**src/rtl/vdma_stream_arb.sv**
```systemverilog
// Frame-granular round-robin arbiter merging two AXI-Stream video sources onto one output.
// Grant changes only at frame boundaries; stale non-SOF beats are flushed while arbitrating.
module vdma_stream_arb #(
    parameter int DATA_W = 64,
    parameter int ROW_W  = 16
) (
    input  logic              s_axis_aclk,
    input  logic              s_axis_aresetn,
    input  logic              cfg_en,
    input  logic [ROW_W-1:0]  cfg_rows,
    input  logic [ROW_W-1:0]  cfg_gap,
    input  logic [DATA_W-1:0] s0_axis_tdata,
    input  logic              s0_axis_tvalid,
    input  logic              s0_axis_tuser,
    input  logic              s0_axis_tlast,
    output logic              s0_axis_tready,
    input  logic [DATA_W-1:0] s1_axis_tdata,
    input  logic              s1_axis_tvalid,
    input  logic              s1_axis_tuser,
    input  logic              s1_axis_tlast,
    output logic              s1_axis_tready,
    output logic [DATA_W-1:0] m_axis_tdata,
    output logic              m_axis_tvalid,
    output logic              m_axis_tuser,
    output logic              m_axis_tlast,
    input  logic              m_axis_tready,
    output logic              cur_sel,
    output logic              frame_done,
    output logic              err_sof,
    output logic [31:0]       drop_cnt
);
    // state | meaning
    // IDLE  | disabled, nothing accepted or driven
    // ARB   | pick an SOF source, flush stale non-SOF beats
    // PASS  | forward the granted source until its last line ends
    // GAP   | programmable idle spacing after a frame
    typedef enum logic [1:0] {ST_IDLE, ST_ARB, ST_PASS, ST_GAP} state_t;

    localparam logic [ROW_W-1:0] ROW_ONE = ROW_W'(1);

    state_t            state, state_nxt;
    logic              last_sel;
    logic              first_beat;
    logic [ROW_W-1:0]  row_cnt, gap_cnt, rows_lat, gap_lat, row_eff;

    logic              cand0, cand1, flush0, flush1, win, win_sel;
    logic [DATA_W-1:0] sel_data;
    logic              sel_valid, sel_user, sel_last;
    logic              hs, mid_sof, frame_end;
    logic [1:0]        drop_inc;
    logic [32:0]       drop_sum;

    always_comb begin
        cand0     = s0_axis_tvalid & s0_axis_tuser;
        cand1     = s1_axis_tvalid & s1_axis_tuser;
        flush0    = (state == ST_ARB) & s0_axis_tvalid & ~s0_axis_tuser;
        flush1    = (state == ST_ARB) & s1_axis_tvalid & ~s1_axis_tuser;
        win       = (state == ST_ARB) & cfg_en & (cand0 | cand1);
        win_sel   = (cand0 & cand1) ? ~last_sel : cand1;

        sel_data  = cur_sel ? s1_axis_tdata  : s0_axis_tdata;
        sel_valid = cur_sel ? s1_axis_tvalid : s0_axis_tvalid;
        sel_user  = cur_sel ? s1_axis_tuser  : s0_axis_tuser;
        sel_last  = cur_sel ? s1_axis_tlast  : s0_axis_tlast;

        hs        = (state == ST_PASS) & sel_valid & m_axis_tready;
        mid_sof   = hs & sel_user & ~first_beat;
        // A mid-frame SOF restarts line counting on the beat that carries it
        row_eff   = mid_sof ? '0 : row_cnt;
        frame_end = hs & sel_last & (row_eff == rows_lat - ROW_ONE);

        drop_inc  = {1'b0, flush0} + {1'b0, flush1};
        drop_sum  = {1'b0, drop_cnt} + {31'b0, drop_inc};
    end

    always_comb begin
        state_nxt      = state;
        s0_axis_tready = 1'b0;
        s1_axis_tready = 1'b0;
        m_axis_tdata   = '0;
        m_axis_tvalid  = 1'b0;
        m_axis_tuser   = 1'b0;
        m_axis_tlast   = 1'b0;
        case (state)
            ST_IDLE: begin
                if (cfg_en) state_nxt = ST_ARB;
            end
            ST_ARB: begin
                s0_axis_tready = flush0;
                s1_axis_tready = flush1;
                if (!cfg_en)  state_nxt = ST_IDLE;
                else if (win) state_nxt = ST_PASS;
            end
            ST_PASS: begin
                m_axis_tdata  = sel_data;
                m_axis_tvalid = sel_valid;
                m_axis_tuser  = sel_user;
                m_axis_tlast  = sel_last;
                if (cur_sel) s1_axis_tready = m_axis_tready;
                else         s0_axis_tready = m_axis_tready;
                if (frame_end) state_nxt = (gap_lat == '0) ? ST_ARB : ST_GAP;
            end
            ST_GAP: begin
                if (gap_cnt == gap_lat - ROW_ONE) state_nxt = cfg_en ? ST_ARB : ST_IDLE;
            end
            default: state_nxt = ST_IDLE;
        endcase
    end

    always_ff @(posedge s_axis_aclk or negedge s_axis_aresetn) begin
        if (!s_axis_aresetn) begin
            state      <= ST_IDLE;
            cur_sel    <= 1'b0;
            last_sel   <= 1'b1;
            first_beat <= 1'b0;
            row_cnt    <= '0;
            gap_cnt    <= '0;
            rows_lat   <= ROW_ONE;
            gap_lat    <= '0;
            drop_cnt   <= '0;
            frame_done <= 1'b0;
            err_sof    <= 1'b0;
        end else begin
            state      <= state_nxt;
            frame_done <= frame_end;
            err_sof    <= mid_sof;
            if (drop_inc != 2'd0) drop_cnt <= drop_sum[32] ? '1 : drop_sum[31:0];
            if (win) begin
                cur_sel    <= win_sel;
                rows_lat   <= (cfg_rows == '0) ? ROW_ONE : cfg_rows;
                gap_lat    <= cfg_gap;
                row_cnt    <= '0;
                first_beat <= 1'b1;
            end
            if (hs) begin
                first_beat <= 1'b0;
                if (frame_end) begin
                    last_sel <= cur_sel;
                    row_cnt  <= '0;
                end else if (sel_last) begin
                    row_cnt  <= row_eff + ROW_ONE;
                end else if (mid_sof) begin
                    row_cnt  <= '0;
                end
            end
            if (frame_end)             gap_cnt <= '0;
            else if (state == ST_GAP)  gap_cnt <= gap_cnt + ROW_ONE;
        end
    end
endmodule
```
**config.mk**
```make
export PLATFORM = sky130hd
export DESIGN_NAME = vdma_stream_arb
export DESIGN_NICKNAME = d
export VERILOG_FILES = /design/src/rtl/vdma_stream_arb.sv
export SDC_FILE = /design/constraint.sdc
export NUM_CORES = 1
export LEC_CHECK = 0
export ABC_AREA = 1
export BUFFER_PORTS_ARGS = -buffer_cell sky130_fd_sc_hd__buf_4
export CAP_MARGIN = 20
export CORE_MARGIN = 2
export CORE_UTILIZATION = 35
export CTS_BUF_LIST = sky130_fd_sc_hd__clkbuf_16
export DETAILED_ROUTE_END_ITERATION = 12
export SYNTH_ARGS = -nofsm -noshare
export SYNTH_HDL_FRONTEND = slang
export SYNTH_SLANG_ARGS = --single-unit
export TNS_END_PERCENT = 100
```
**constraint.sdc**
```tcl
create_clock -name s_axis_aclk -period 4.65 [get_ports s_axis_aclk]
set_input_delay 0.465 -clock s_axis_aclk [delete_from_list [all_inputs] [get_ports s_axis_aclk]]
set_output_delay 0.465 -clock s_axis_aclk [all_outputs]
set_load 0.1 [all_outputs]
```
==> impl_metrics.json, run 1 <==
{
  "status": "finished clean",
  "cp.required_ns": 4.92,
  "fin_total_pwr_uw": 5856,
  "die_area_sq_um": 24690,
  "netlist_instances": 1327,
  "min_period_ns": 3.783,
  "cts_max_level": 3,
  "initial_core_util_pct": 35.28,
  "post_drt_wl_per_cell_um": 15.61,
  "detail-route-antenna-nets": 0,
  "gr-usage-all-layers_pct": 23.79,
  "grt_pass1_wl_mm": 46.00,
  "rr_worst_depth": 15,
  "fp.dieW_um": 157.1,
  "fin_skew_ns": 0.01221,
  "worstSetupPathType": "register to register",
  "io_buffers": 273,
  "gp_congestion": 0.9845,
  "final_net_count": 1759,
  "hold_path.class": "input port to asynchronous set/reset pin",
  "io_pins": 274,
  "reg2reg_slack_ns": 0.87,
  "synth_cell_types": 42,
  "area_growth_pct": 32.08,
  "cp.arrival_ns": 4.06,
  "nFillCells": 2481,
  "synth_seq_cells": 103,
  "routed_wl_mm": 29.67,
  "holdBufCountCts": 0,
  "worstSetupStartpoint": "state[1]$_DFFE_PN0P_",
  "fin_area_sq_um": 10840,
  "finalCoreUtilization_pct": 46.60,
  "p_per_area_nw_per_um2": 540.3,
  "crit_fanout": 22,
  "cts_buffer_depth": 2,
  "layout_common_cells": "nand2_1 (385), buf_4 (281), nor2_1 (278), inv_1 (115), o21ai_0 (115)",
  "drc_errors": 0,
  "cts_root_buf": "clkbuf_16",
  "ys.flop_type": "dfrtp_1",
  "tns_ns": 0,
  "critPathLaunchType": "register",
  "setup_viol": 0,
  "first_iter_violations": 685,
  "synth_edf_count": 0,
  "power.leakage_uw": 0.005588,
  "cts_buffers": 9,
  "peakVddDrop_mv": 0.4441,
  "antenna_found_initial": 2,
  "clk_pin_slew_ns": 0.08,
  "setup.worst_path.end": "drop_cnt[1]$_DFFE_PN0P_",
  "grt_setup_unrepaired": "no",
  "min_period_over_period_pct": 81.35,
  "fmax_mhz": 264.4,
  "syn-num-nets": 1512,
  "maxCapViolations": 0,
  "num_vias": 9389,
  "cts_sinks": 103,
  "grt_overflow": 0,
  "cts_tree": "yes",
  "grt_max_degree": 68,
  "postCtsSetupBuffers": 0,
  "final_common_cell": "nand2_1",
  "yosysWarnings": 0,
  "synth-async-reset-ratio_pct": 100.0,
  "max_slew_margin_pct": 41.08,
  "core-area_sq_um": 23260,
  "ctsResizeCount": 0,
  "grt_pass1_vias": 8742,
  "clkLatencyLatePin_ns": 0.36,
  "worstMarginPinSlew_ns": 0.8838,
  "r2r_start": "state[1]$_DFFE_PN0P_",
  "vias_per_cell": 4.939,
  "rows": 56,
  "drive_gt1_share_pct": 20.58,
  "final-hold-violation-count": 0,
  "avgSynthCellArea_sq_um": 6.184,
  "drv_slew": 0,
  "rr_endpoint": "drop_cnt[1]$_DFFE_PN0P_",
  "critPathCaptureType": "register",
  "yosysSeqAreaShare_pct": 31.44,
  "dpl.hpwl_mm": 23.24,
  "die_h_um": 157.1,
  "place_area_sq_um": 10530,
  "synth.cell_area_sq_um": 8207,
  "first_pass_iters": 5
}
-- registers in the layout, summed over array words and instances, names as in the netlist --
signal and cells:
drop_cnt 32, gap_cnt 16, gap_lat 16, row_cnt 16, rows_lat 16, state 2
cur_sel 1, err_sof 1, first_beat 1, frame_done 1, last_sel 1
-- cell usage after synthesis (2+ instances only) --
cell | n | area [sq um]
a21oi_1 | 15 | 75.07
a31oi_1 | 2 | 12.51
and3_1 | 2 | 12.51
buf_1 | 5 | 18.77
buf_4 | 2 | 15.01
buf_6 | 3 | 33.78
clkbuf_1 | 34 | 127.6
clkinv_1 | 2 | 7.510
dfrtp_1 | 101 | 2527
dfstp_2 | 2 | 52.55
ha_1 | 14 | 175.2
inv_1 | 115 | 431.7
inv_2 | 5 | 18.77
nand2_1 | 385 | 1445
nand2_2 | 3 | 18.77
nand3_1 | 86 | 430.4
nand3_2 | 3 | 30.03
nand3b_1 | 3 | 22.52
nand4_1 | 30 | 187.7
nor2_1 | 278 | 1044
nor2_2 | 2 | 12.51
nor2_4 | 2 | 22.52
nor3_1 | 24 | 120.1
nor4_1 | 14 | 87.58
o21ai_0 | 115 | 575.6
o21ai_1 | 4 | 20.02
o21bai_1 | 4 | 30.03
o31ai_1 | 6 | 45.04
or2_2 | 4 | 25.02
xnor2_1 | 21 | 183.9
xor2_1 | 30 | 262.8
-- metrics by stage --
stage | hold WS [ns] | setup WS [ns] | cells
2_1_floorplan | 0.1694 | 1.050 | 1327
3_3_place_gp | 0.4711 | 1.080 | 1882
3_5_place_dp | 0.4830 | 0.9353 | 1882
4_1_cts | 0.2544 | 0.9104 | 1898
5_1_grt | 0.2827 | 0.4953 | 1900
6_report | 0.2121 | 0.8674 | 1901
-- power by group --
group          leakage, uW  switching [uW]  internal (uW)  total [uW]
Combinational      0.00414            2630            993        3620
Clock             0.000143             372            423         794
Sequential         0.00131             305           1140        1440
-- logic make-up (layout without fill, tap and decap cells) --
group / count (synthesis) / in the layout / synth area share (%)
AO/OA/AOI/OAI: 151 / 151 / 9.742
AND/OR/NAND/NOR: 840 / 840 / 42.98
adder cells (fa/ha/maj): 15 / 15 / 2.378
XOR/XNOR: 51 / 51 / 5.443
flip-flops: 103 / 103 / 31.44
buffers and inverters: 167 / 419 / 8.019
other: 0 / 3 / 0
-- area by class of cell --
class	count	area (sq um)	share of cell area (%)
antenna	3	7.507	0.06926
timing repair buffer	281	2110	19.46
multi-input combinational	1057	4982	45.97
inverter	122	457.9	4.225
clock inverter	7	76.32	0.7041
tap	319	399.1	3.682
sequential	103	2581	23.81
clock buffer	9	225.2	2.078
-- worst max-delay path, cell delays in order (launching register included) --
cell	delay [ns]
dfrtp_1	0.43
inv_1	0.12
ha_1	0.20
inv_1	0.07
nor3_1	0.24
ha_1	0.21
ha_1	0.16
inv_1	0.06
fa_1	0.43
nor3_1	0.22
nand2_1	0.12
nor3_1	0.22
nand2_1	0.16
nor4_1	0.26
nand2_1	0.54
o211ai_1	0.26
-- per-layer routing --
layer,share of wire (%),vias to the layer above,GRT usage [%]
li1,-,4740,-
met1,42,4225,29.67
met2,47,374,39.43
met5,0,-,0
met3,8.1,50,6.635
met4,2.9,0,8.442
-- worst min path at each step --
stage / from / end / slack [ns] / cells after the start
after floorplan: s_axis_aresetn / cur_sel$_DFFE_PN0P_ / 0.17 / 0
after detailed placement: last_sel$_DFFE_PN1P_ / last_sel$_DFFE_PN1P_ / 0.48 / 2
after CTS: s_axis_aresetn / gap_lat[2]$_DFFE_PN0P_ / 0.25 / 1
after global placement: last_sel$_DFFE_PN1P_ / last_sel$_DFFE_PN1P_ / 0.47 / 2
after global routing: s_axis_aresetn / gap_lat[2]$_DFFE_PN0P_ / 0.28 / 1
final: s_axis_aresetn / gap_lat[2]$_DFFE_PN0P_ / 0.21 / 1
No activity file was read; power rests on OpenSTA's default activity.
==> run 2: changes to the inputs <==
- ABC_AREA: 1 -> 0
- clock period: 4.65 -> 3.4 ns (I/O delays scaled with it)
==> run 2 against run 1 <==
  * Global-route usage shrank 2.9 points
  * Register-to-register slack got worse by 0.62 ns
  * First-iteration DRC count shrank 35%
  * Clock power up 39%
  * Die area down 6.2%
  * Critical endpoint is now state[1]$_DFFE_PN0P_
  * Largest cell class unchanged
==> impl_metrics.json, run 2 <==
{
  "area_growth_pct": 37.28,
  "crit_fanout": 10,
  "grt_max_degree": 68,
  "fmax_mhz": 316.8,
  "preCtsSetupSlack_ns": 0.1307,
  "min_period_over_period_pct": 92.83,
  "worstSetupStartpoint": "state[0]$_DFFE_PN0P_",
  "synth.cell_area_sq_um": 7689,
  "critPathLaunchType": "register",
  "worstSetupPathType": "register to register",
  "die_h_um": 152.2,
  "drive_gt1_share_pct": 31.11,
  "yosys.area.top_type": "dfrtp_1",
  "regMostFlops": "drop_cnt",
  "cts_buffers": 9,
  "tns_ns": 0,
  "grt_pass1_wl_mm": 39.89,
  "yosysMostFrequentCell": "nand2_1",
  "synth-async-reset-ratio_pct": 100.0,
  "clk_pin_slew_ns": 0.07,
  "reg2reg_slack_ns": 0.24,
  "p_per_area_nw_per_um2": 669.5,
  "synth_edf_count": 0,
  "final-hold-violation-count": 0,
  "final_common_cell": "buf_4",
  "status": "finished clean",
  "io_pins": 274,
  "largest_reg_flops": 32,
  "avgSynthCellArea_sq_um": 8.412,
  "num_vias": 7518,
  "maxCapViolations": 0,
  "rr_worst_depth": 11,
  "cts_tree": "yes",
  "detail-route-antenna-nets": 0,
  "rr_endpoint": "state[1]$_DFFE_PN0P_",
  "synth_seq_cells": 103,
  "max_slew_margin_pct": 26.81,
  "grt_pass1_vias": 7502,
  "synth_top_area_share_pct": 32.87,
  "setup_viol": 0,
  "die_area_sq_um": 23170,
  "synthTopCellsByCount": "nand2_1 (178), dfrtp_1 (101), mux2i_1 (74)",
  "final-instance-count-excl-fill": 1466,
  "routed_wl_mm": 24.52,
  "fin_area_sq_um": 10560,
  "cp.required_ns": 3.64,
  "cts_buffer_depth": 2,
  "cp.arrival_ns": 3.40,
  "dp.cells": 1450,
  "syn-num-nets": 1099,
  "met2_length_mm": 12.60,
  "highest_layer": "met4",
  "ys.flop_type": "dfrtp_1",
  "min_period_ns": 3.156,
  "r2r_start": "state[0]$_DFFE_PN0P_",
  "post_drt_wl_per_cell_um": 16.73,
  "initial_core_util_pct": 35.45,
  "peakVddDrop_mv": 0.3732,
  "fin_total_pwr_uw": 7067,
  "cts_root_buf": "clkbuf_16",
  "worstMarginPinSlew_ns": 1.098,
  "core-area_sq_um": 21690,
  "met3WireLength_mm": 1.035,
  "layout_common_cells": "buf_4 (296), nand2_1 (178), dfrtp_1 (99), mux2i_1 (74), nor2_1 (58)",
  "critPathCaptureType": "register",
  "setup.worst_path.end": "state[1]$_DFFE_PN0P_",
  "synth_cell_types": 80,
  "drc_errors": 0,
  "setup_ws_ns": 0.2439,
  "yosysSeqAreaShare_pct": 33.56,
  "io_buffers": 273,
  "fp.dieW_um": 152.2,
  "power.leakage_uw": 0.004986,
  "dpl.hpwl_mm": 19.22,
  "antenna_found_initial": 0,
  "final_net_count": 1366,
  "rows": 54,
  "clkLatencyLatePin_ns": 0.35,
  "holdBufCountCts": 0,
  "grt_overflow": 0,
  "gr-usage-all-layers_pct": 20.91,
  "fin_skew_ns": 0.009200,
  "first_iter_violations": 444,
  "wl_met1_mm": 10.37,
  "vias_per_cell": 5.128,
  "hold_path.class": "input port to asynchronous set/reset pin",
  "drv_slew": 0,
  "cts_max_level": 3,
  "netlist_instances": 914,
  "yosysWarnings": 0,
  "gp_congestion": 0.8410,
  "postCtsSetupBuffers": 0,
  "first_pass_iters": 5,
  "ys_top_cells_by_area": "dfrtp_1 (33%), mux2i_1 (9.6%), nand2_1 (8.7%)",
  "cts_sinks": 103,
  "antennaDiodeCount": 0,
  "place_area_sq_um": 10220
}
==> run 2: cell count changes after synthesis, moves of 13 or more <==
cell     delta
and3_1     +13
inv_1      -90
mux2i_1    +74
nand2_1   -207
nand3_1    -59
nand4_1    -13
nor2_1    -217
nor2b_1    +69
o21ai_0    -82
==> run 2: power breakdown <==
group | switching, uW | internal, uW | total, uW
clock | 457 | 640 | 1100
combinational | 2440 | 1470 | 3910
sequential | 522 | 1530 | 2060
==> run 2: area by class of cell <==
type	count	area [sq um]
Clock buffer	9	225.2
Clock inverter	7	87.58
Fill cell	2107	11130
Inverter	26	97.59
Multi-Input combinational cell	744	4967
Sequential cell	103	2585
Tap cell	280	350.3
Timing Repair Buffer	297	2242
==> run 2: how the worst min path moves through the flow <==
stage | startpoint | end | cells past startpoint
3_3_place_gp | s_axis_aresetn | drop_cnt[9]$_DFFE_PN0P_ | 1
5_1_grt | s_axis_aresetn | drop_cnt[17]$_DFFE_PN0P_ | 1
3_5_place_dp | s_axis_aresetn | rows_lat[5]$_DFFE_PN0P_ | 1
6_report | s_axis_aresetn | drop_cnt[7]$_DFFE_PN0P_ | 1
4_1_cts | s_axis_aresetn | drop_cnt[17]$_DFFE_PN0P_ | 1
2_1_floorplan | s_axis_aresetn | cur_sel$_DFFE_PN0P_ | 0
==> run 2: kinds of logic (layout without fill, tap and decap cells) <==
family	Yosys count	count (layout)	share of synthesized area, %
mux	81	81	10.79
compound gates	121	121	10.59
xor+xnor	73	73	8.674
flops	103	103	33.56
fa+ha+maj	15	15	2.539
simple gates	454	454	30.38
buf+inv	67	339	3.466
==> run 2: per-stage QoR <==
stage	hold WS, ns	utilization [%]
after CTS	0.02876	48.58
final	0.01260	48.67
after global placement	0.4070	47.14
after global routing	0.04832	48.67
after detailed placement	0.4147	47.14
after floorplan	0.04441	-
==> run 2: critical path, cell delays in order, from the launching register on <==
cell,delay (ns)
dfrtp_1,0.41
inv_1,0.18
ha_2,0.27
and2_1,0.22
nand4_2,0.25
inv_2,0.27
and4_1,0.22
o22ai_1,0.10
nor4_2,0.37
nand4b_4,0.21
a21o_1,0.25
mux2_4,0.29
==> run 2: repair_timing <==
| action | in CTS | in global routing |
|---|---|---|
| gates resized for setup | 0 | 5 |
| hold endpoints to repair | 0 | 0 |
| setup endpoints to repair | 0 | 32 |
==> run 2: routing by layer <==
metal / GRT usage, % / up-vias
li1: - / 3701
met1: 26.19 / 3591
met2: 37.43 / 193
met3: 3.043 / 33
met4: 6.008 / 0
met5: 0 / -
==> run 3: changes to the inputs <==
- CORE_UTILIZATION: 35 -> 46
- MAX_ROUTING_LAYER: default -> met4
- PLACE_DENSITY: default -> 0.78
==> run 3 against run 2 <==
  * The flow now finishes with violations (hold timing)
  * Largest cell class unchanged
  * Sequential power about the same
  * Clock power down 4%
  * Critical endpoint is now drop_cnt[31]$_DFFE_PN0P_
  * Cell count down 4.1%
==> impl_metrics.json, run 3 (synthesis results as in run 2) <==
{
  "status": "finished, violations left",
  "violations": "hold timing",
  "nFillCells": 1443,
  "setup_ws_ns": 0.2692,
  "grt_pass1_wl_mm": 37.32,
  "holdBufCountCts": 0,
  "die_h_um": 133.3,
  "antennaDiodeCount": 0,
  "cp.required_ns": 3.65,
  "grt_pass1_vias": 7264,
  "drc_errors": 0,
  "fin_skew_ns": 0.006597,
  "num_vias": 7604,
  "max_slew_margin_pct": 47.76,
  "worstMarginPinSlew_ns": 0.7751,
  "detail-route-antenna-nets": 0,
  "drive_gt1_share_pct": 31.70,
  "final_common_cell": "buf_4",
  "power.leakage_uw": 0.004996,
  "rows": 47,
  "final-instance-count-excl-fill": 1406,
  "core-area_sq_um": 16470,
  "setup_viol": 0,
  "final_net_count": 1366,
  "antenna_found_initial": 0,
  "io_buffers": 273,
  "cts_buffers": 9,
  "preCtsSetupSlack_ns": -0.02934,
  "gr-usage-all-layers_pct": 26.66,
  "fmax_mhz": 319.4,
  "peakVddDrop_mv": 0.5308,
  "initial_core_util_pct": 46.69,
  "tns_ns": 0,
  "critPathLaunchType": "register",
  "crit_fanout": 7,
  "grt_max_degree": 71,
  "die_area_sq_um": 17760,
  "seq_area_sq_um": 2585,
  "cp.arrival_ns": 3.38,
  "regMostFlops": "drop_cnt",
  "clkLatencyLatePin_ns": 0.36,
  "io_pins": 274,
  "area_growth_pct": 36.55,
  "cts_root_buf": "clkbuf_16",
  "cts_tree": "yes",
  "fp.dieW_um": 133.3,
  "min_period_over_period_pct": 92.08,
  "routed_wl_mm": 23.54,
  "vias_per_cell": 5.408,
  "cts_buffer_depth": 2,
  "r2r_start": "state[1]$_DFFE_PN0P_",
  "gp_congestion": 0.9604,
  "critPathCaptureType": "register",
  "rr_endpoint": "drop_cnt[31]$_DFFE_PN0P_",
  "grt_overflow": 0,
  "hold_path.class": "input port to asynchronous set/reset pin",
  "worstSetupPathType": "register to register",
  "cts_max_level": 3,
  "first_pass_iters": 6,
  "dpl.hpwl_mm": 18.14,
  "multi_input_area_sq_um": 5002,
  "clk_pin_slew_ns": 0.07,
  "first_iter_violations": 472,
  "largest_reg_flops": 32,
  "layout_common_cells": "buf_4 (296), nand2_1 (177), dfrtp_1 (99), mux2i_1 (74), nor2_1 (57)",
  "p_per_area_nw_per_um2": 668.7,
  "rr_worst_depth": 12,
  "min_period_ns": 3.131,
  "drv_slew": 0,
  "maxCapViolations": 0,
  "dp.cells": 1389,
  "whs_ns": -0.005693,
  "reg2reg_slack_ns": 0.27,
  "final-hold-violation-count": 2,
  "cts_sinks": 103,
  "post_drt_wl_per_cell_um": 16.74
}
==> run 3: changes by cell type in the layout (fill, tap and decap cells not counted), sizes merged <==
cell	delta
bufinv	-1
clkinv	+3
clkinvlp	-1
inv	-1
==> run 3: worst max path at each step <==
stage | from | endpoint | slack [ns] | cells after the start
final | state[1]$_DFFE_PN0P_ | drop_cnt[31]$_DFFE_PN0P_ | 0.27 | 12
after global routing | state[1]$_DFFE_PN0P_ | drop_cnt[1]$_DFFE_PN0P_ | -0.02 | 17
after CTS | state[1]$_DFFE_PN0P_ | drop_cnt[1]$_DFFE_PN0P_ | 0.04 | 17
after detailed placement | state[1]$_DFFE_PN0P_ | drop_cnt[1]$_DFFE_PN0P_ | -0.03 | 17
after global placement | state[1]$_DFFE_PN0P_ | drop_cnt[1]$_DFFE_PN0P_ | 0.13 | 17
after floorplan | cur_sel$_DFFE_PN0P_ | row_cnt[14]$_DFF_PN0_ | 0.01 | 13
==> run 3: per-layer routing <==
layer	vias to the layer above	global-route usage, %	routed length (um)
met5	-	-	0
met4	0	8.274	520
met3	39	5.670	1478
met2	262	43.96	11920
met1	3602	32.94	9617
li1	3701	-	-
==> run 3: metrics by stage <==
| stage | total power [uW] | util, % | cell area (sq um) |
|---|---|---|---|
| after floorplan | 4999 | - | 7792 |
| after CTS | 7014 | 63.42 | 10440 |
| after global placement | 5868 | 61.59 | 10140 |
| after detailed placement | 5940 | 61.59 | 10140 |
| after global routing | 7465 | 63.76 | 10500 |
| final | 7021 | 63.76 | 10500 |
==> run 3: what timing repair did <==
action	CTS	global route
pin swaps	0	2
resized for setup	1	12
setup buffers	0	1
endpoints found under the setup margin	21	33
gates cloned	0	0
==> run 3: final cells by class <==
type | count | area share [%]
Multi-Input combinational cell | 744 | 47.65
Clock buffer | 9 | 2.145
Inverter | 26 | 0.9296
Tap cell | 220 | 2.622
Clock inverter | 7 | 0.6793
Timing Repair Buffer | 297 | 21.36
Sequential cell | 103 | 24.62
==> run 3: critical path, cell delays in order, from the launching register on <==
cell,delay (ns)
dfrtp_1,0.38
inv_1,0.10
ha_2,0.22
nand2_1,0.08
nor2_2,0.12
inv_1,0.08
ha_1,0.29
or4b_2,0.76
nor3_2,0.18
nand3_1,0.21
nor2_2,0.21
nand4_1,0.12
mux2_2,0.28
==> run 3: power breakdown <==
part	internal, uW	switching [uW]	total [uW]
registers	1530	518	2050
clock network	574	484	1060
logic	1460	2450	3910
